<file path="src/rtl/instr_fetch_unit.sv">
// instr_fetch_unit
// ----------------
// Instruction fetch stage of the RV32I core. It owns the fetch PC and issues
// word-aligned requests to instruction memory over a valid/ready channel. It
// buffers the returned words in a small in-order queue whose head feeds the
// decode stage. Redirects from branch/jump resolution flush the queue and
// restart fetch at the target. Responses that were already in flight when a
// redirect happened are counted as stale and discarded when they arrive.
//
// Ports:
//   clk, reset_n        clock, synchronous active-low reset
//   imem_req_valid/ready/addr   fetch request channel (addr word aligned)
//   imem_rsp_valid/data         in-order response words, no backpressure
//   redirect_valid/pc           taken branch / jump target
//   instr_valid/ready           head-of-queue handshake to decode
//   instr, instr_pc, instr_pc_plus4   head word, its PC and PC + 4
//   fetch_err                   sticky flag for a misaligned redirect
module instr_fetch_unit #(
    parameter logic [31:0] RESET_PC        = 32'h0000_0000,
    parameter int          QUEUE_DEPTH     = 2,
    parameter int          MAX_OUTSTANDING = 3
) (
    input  logic        clk,
    input  logic        reset_n,
    output logic        imem_req_valid,
    input  logic        imem_req_ready,
    output logic [31:0] imem_req_addr,
    input  logic        imem_rsp_valid,
    input  logic [31:0] imem_rsp_data,
    input  logic        redirect_valid,
    input  logic [31:0] redirect_pc,
    output logic        instr_valid,
    input  logic        instr_ready,
    output logic [31:0] instr,
    output logic [31:0] instr_pc,
    output logic [31:0] instr_pc_plus4,
    output logic        fetch_err
);

    localparam int PTR_W = $clog2(QUEUE_DEPTH);
    localparam int CNT_W = $clog2(QUEUE_DEPTH + 1);
    localparam int OUT_W = $clog2(MAX_OUTSTANDING + 1);
    localparam int SUM_W = 8;

    logic [31:0]      fetch_pc;
    logic [31:0]      q_word [QUEUE_DEPTH];
    logic [31:0]      q_pc   [QUEUE_DEPTH];
    logic [PTR_W-1:0] rd_ptr;
    logic [PTR_W-1:0] wr_ptr;
    logic [CNT_W-1:0] count;
    logic [OUT_W-1:0] outstanding;
    logic [OUT_W-1:0] drop_cnt;
    logic [OUT_W-1:0] live;
    logic             err_q;

    logic [SUM_W-1:0] credit_used;
    logic             accept;
    logic             pop;
    logic             push;
    logic             drop_rsp;
    logic             misaligned;
    logic [31:0]      rsp_pc;

    // A queue slot is reserved for every live request, so the queue can
    // never overflow even when responses arrive while decode stalls.
    assign live        = outstanding - drop_cnt;
    assign credit_used = SUM_W'(count) + SUM_W'(live);

    assign imem_req_valid = reset_n & ~err_q & ~redirect_valid
                          & (outstanding < OUT_W'(MAX_OUTSTANDING))
                          & (credit_used < SUM_W'(QUEUE_DEPTH));
    assign imem_req_addr  = fetch_pc;

    assign accept     = imem_req_valid & imem_req_ready;
    assign pop        = instr_valid & instr_ready;
    assign drop_rsp   = imem_rsp_valid & (drop_cnt != '0);
    assign push       = imem_rsp_valid & (drop_cnt == '0) & ~err_q & ~redirect_valid;
    assign misaligned = redirect_pc[1:0] != 2'b00;

    // Live requests are always consecutive words ending just below fetch_pc,
    // so the PC of the oldest one is recovered without a tag FIFO.
    assign rsp_pc = fetch_pc - (32'(live) << 2);

    assign instr_valid    = (count != '0) & ~err_q;
    assign instr          = q_word[rd_ptr];
    assign instr_pc       = q_pc[rd_ptr];
    assign instr_pc_plus4 = q_pc[rd_ptr] + 32'd4;
    assign fetch_err      = err_q;

    // Control state: fetch PC, queue pointers, request accounting and the
    // sticky error. A redirect wins over everything else in its cycle; the
    // response arriving alongside it retires one outstanding request and
    // every other in-flight request becomes stale.
    always_ff @(posedge clk) begin
        if (!reset_n) begin
            fetch_pc    <= RESET_PC;
            rd_ptr      <= '0;
            wr_ptr      <= '0;
            count       <= '0;
            outstanding <= '0;
            drop_cnt    <= '0;
            err_q       <= 1'b0;
        end else if (redirect_valid) begin
            fetch_pc    <= {redirect_pc[31:2], 2'b00};
            rd_ptr      <= '0;
            wr_ptr      <= '0;
            count       <= '0;
            outstanding <= outstanding - OUT_W'(imem_rsp_valid);
            drop_cnt    <= outstanding - OUT_W'(imem_rsp_valid);
            if (misaligned) begin
                err_q <= 1'b1;
            end
        end else begin
            if (accept) begin
                fetch_pc <= fetch_pc + 32'd4;
            end
            if (push) begin
                wr_ptr <= wr_ptr + PTR_W'(1);
            end
            if (pop) begin
                rd_ptr <= rd_ptr + PTR_W'(1);
            end
            if (drop_rsp) begin
                drop_cnt <= drop_cnt - OUT_W'(1);
            end
            count       <= count + CNT_W'(push) - CNT_W'(pop);
            outstanding <= outstanding + OUT_W'(accept) - OUT_W'(imem_rsp_valid);
        end
    end

    // Queue storage needs no reset; entries are only read while counted.
    always_ff @(posedge clk) begin
        if (reset_n && push) begin
            q_word[wr_ptr] <= imem_rsp_data;
            q_pc[wr_ptr]   <= rsp_pc;
        end
    end

endmodule
</file>
<file path="config.mk">
export PLATFORM = sky130hd
export DESIGN_NAME = instr_fetch_unit
export DESIGN_NICKNAME = d
export VERILOG_FILES = /design/src/rtl/instr_fetch_unit.sv
export SDC_FILE = /design/constraint.sdc
export NUM_CORES = 1
export LEC_CHECK = 0
export CORE_ASPECT_RATIO = 1.1
export CORE_MARGIN = 3
export CORE_UTILIZATION = 42
export CTS_CLUSTER_DIAMETER = 40
export CTS_CLUSTER_SIZE = 20
export DETAILED_ROUTE_END_ITERATION = 10
export PLACE_DENSITY_LB_ADDON = 0.25
export SYNTH_ARGS = -nofsm -noshare
export SYNTH_HDL_FRONTEND = slang
export SYNTH_SLANG_ARGS = --single-unit
export TNS_END_PERCENT = 20
</file>
<file path="constraint.sdc">
create_clock -name clk -period 13.4 [get_ports clk]
set_clock_uncertainty 0.15 [all_clocks]
set_input_delay 2.01 -clock clk [delete_from_list [all_inputs] [get_ports clk]]
set_output_delay 2.01 -clock clk [all_outputs]
set_load 0.01 [all_outputs]
</file>
==> impl_metrics.yaml <==
finish:
  syn_to_final_growth_pct: 31.98
  num-fill-cells: 1665
  layout-drive-gt1-share: 0.1249
  diodes: 0
  num-nets-final: 975
pwr:
  netSwitchingPower_mw: 0.2988
  p_leak_nw: 3.729
  vdd_drop_max_mv: 0.09520
  seqPwrFrac: 0.486
  combinationalPowerShare: 0.138
  power.total_mw: 1.210
  sw_frac_of_total: 0.2469
  cell_internal_pwr_mw: 0.9114
  clock_power_share: 0.376
  p_per_area_nw_per_um2: 110.8
synth:
  largest_area_contributor_in_the_netlist: "sky130_fd_sc_hd__edfxtp_1"
  synthesis.instances: 713
  share_of_the_synthesized_area_in_the_top_cell_type: 0.4498
  number_of_storage_elements_in_the_synthesis_netlist: 164
  asyncSetResetFlopFracSynth: 0
  yosys_most_used_dff: "sky130_fd_sc_hd__edfxtp_1"
  syn_std_cell_area_um2: 8278
  ys_seq_area_frac: 0.5466
  synth_edf_count: 124
  most_area_consuming_cells_after_synthesis: "sky130_fd_sc_hd__edfxtp_1 45%, sky130_fd_sc_hd__dfxtp_1 9.7%, sky130_fd_sc_hd__mux2_2 7.3%"
  yosys.cell_types.count: 64
  synth_area_per_cell_um2: 11.61
  yosys.cell_count.top_type: "sky130_fd_sc_hd__edfxtp_1"
  yosys_warnings: 0
  ys_top_cells_by_count: "124 x sky130_fd_sc_hd__edfxtp_1, 54 x sky130_fd_sc_hd__mux2_2, 53 x sky130_fd_sc_hd__nand2_1, 43 x sky130_fd_sc_hd__xnor2_1, 40 x sky130_fd_sc_hd__dfxtp_1"
critical_path:
  reg2regPathDepth: 16
  timing.critical_path.required_ns: 11.24
  cp.arrival_ns: 4.05
  timing.critical_path.slowest_stage_cell: "sky130_fd_sc_hd__clkdlybuf4s50_1"
  path_cells: "clkdlybuf4s50_1, buf_4, nand2b_1, a2111oi_0, clkdlybuf4s50_1"
  cpMostUsedCell: "sky130_fd_sc_hd__clkdlybuf4s50_1"
  end_kind: "primary output"
  timing.critical_path.fanout_max: 42
  timing_worst_setup_path_type: "primary input to primary output"
  timing.critical_path.from_type: "primary input"
  critical-path-max-stage-delay_ns: 0.61
floorplan:
  coreArea_um2: 19230
  die_height_um: 153.2
  top_level_ports: 201
  die_area_um2: 21430
  effective_utilization_at_floorplan: 0.4304
  core.rowCount: 53
  floorplan.die.width_um: 139.9
clocking:
  post_cts_buffers: 0
  path_clk_slew_ns: 0.07
  insertion_delay_ns: 0.42
  clock_tree.htree_level_count: 4
  cts_hold_buf: 0
  cts_tree: "built"
  cts_num_sinks: 164
  clock_tree.root_cell: "sky130_fd_sc_hd__clkbuf_16"
  cts-buffers-inserted: 17
  cts-resized-gates: 0
  cts_buffer_depth: 2
timing:
  unrepaired_setup_endpoints_after_global_routing: "no"
  totalNegativeSetupSlack_ns: 0
  max_slew_margin: 0.2677
  worst_pin_slew_ns: 1.094
  max_freq_ghz: 0.1610
  setup_violations: 0
  hold_violations: 0
  post-route-min-period_ns: 6.210
  period_share: 0.4634
  drv_slew: 0
detailed_routing:
  post_drt_wl_per_cell_um: 16.98
  postRouteWirelength_um: 19560
  remaining_drc_errors: 0
  vias: 6048
  ant_nets: 0
  dr.first_iter.drc_count: 327
  routed_via_density: 5.250
  detail_route.first_pass.iterations: 5
place:
  port-buffer-count: 194
  place.detailed.hpwl_um: 14050
  gp_routability_congestion: 0.8486
grt:
  track_usage: 0.1800
  antenna_violations_before_repair: 0
  global_route_wire_length_before_repair_um: 31030
  pin_count_of_the_biggest_net_entering_global_routing: 67
  grt_overflow_total: 0
  grt_pass1_vias: 5913
worst_hold_path:
  min_delay_path_depth: 2
  min_path_type: "register to register"
job:
  max_cap_viols: 0
run_status:
  outcome: "finished, final reports clean"
[per-stage QoR]
| stage | area, um2 | hold WS [ns] | setup slack (ns) | std cells | util |
|---|---|---|---|---|---|
| after floorplan | 8297 | 0.3312 | 5.901 | 718 | - |
| after global placement | 10370 | 0.3532 | 7.190 | 1120 | 0.5391 |
| after detailed placement | 10370 | 0.3716 | 7.191 | 1120 | 0.5391 |
| after CTS | 10930 | 0.3868 | 7.198 | 1152 | 0.5681 |
| after global routing | 10930 | 0.4299 | 7.092 | 1152 | 0.5681 |
| final | 10930 | 0.3752 | 7.190 | 1152 | 0.5681 |
[cell usage in the layout, fill, tap and decap left out, drive strengths merged, types with 3 or more instances in the layout]
master           n
nor2            39
nor3b            3
inv             37
edfxtp         124
dfxtp           40
conb             6
xnor2           43
and2             7
nand4           21
clkinvlp         4
clkinv           6
a31oi           13
clkdlybuf4s50  194
a22oi            5
mux2            54
nand3           28
nand2           53
buf              6
a211oi           5
nor2b            6
nand4b           3
ha              11
and3             6
a32oi            5
nand3b           8
xor2            24
nor4             7
clkbuf          17
or3              3
or4              3
o21ai           26
nand2b          11
nor3            17
a21oi           35
mux2i            9
[power by group through the flow]
stage | clock network [mW] | logic (mW) | registers, mW
floorplan | 0 | 0.0979 | 0.593
global placement | 0 | 0.165 | 0.599
detailed placement | 0 | 0.168 | 0.599
CTS | 0.466 | 0.169 | 0.588
global route | 0.489 | 0.185 | 0.591
finish | 0.455 | 0.167 | 0.588
[logic make-up after synthesis]
group / Yosys count / share of synthesized area
AOI/OAI and AO/OA: 104 / 0.08222
xor gates and xnor gates: 67 / 0.07089
adders and majority gates: 13 / 0.02146
buffers and inverters: 78 / 0.04338
DFF: 164 / 0.5466
muxes: 63 / 0.08434
other: 1 / 0.0004530
and+or+nand+nor: 223 / 0.1507
[sequential cells by signal, summed over array words and instances, names as in the netlist, 2 cells and up, named ones only]
signal	flops
imem_req_addr	30
outstanding	2
q_pc	60
drop_cnt	2
q_word	64
count	2
[per-layer routing]
layer,up-vias,track usage,wire [um]
met5,-,0,0
li1,2956,-,-
met3,17,0.04474,1317
met1,2866,0.2476,9058
met2,209,0.2842,8978
met4,0,0.05122,202
[area by class of cell]
cell class	count	area [um2]	share of cell area
Sequential cell	164	4528	0.4145
Clock buffer	17	425.4	0.03894
Tap cell	247	309.0	0.02829
Inverter	33	123.9	0.01134
Timing Repair Buffer	200	1987	0.1819
Multi-Input combinational cell	476	3420	0.3130
Clock inverter	15	132.6	0.01214
[worst max-delay path: cells and delay by family]
family          cells  cell delay [ns]
simple gates        1             0.34
buf+inv             3             1.27
compound gates      1             0.41
[final timing paths]
path,to,start,slack [ns]
setup / recovery,imem_req_valid,redirect_valid,7.19
hold reg to reg,fetch_err,fetch_err,0.38
setup reg to reg,outstanding[1],outstanding[0],8.88
hold / removal,fetch_err,fetch_err,0.38
Note: power is estimated with default switching activity, not from simulation.
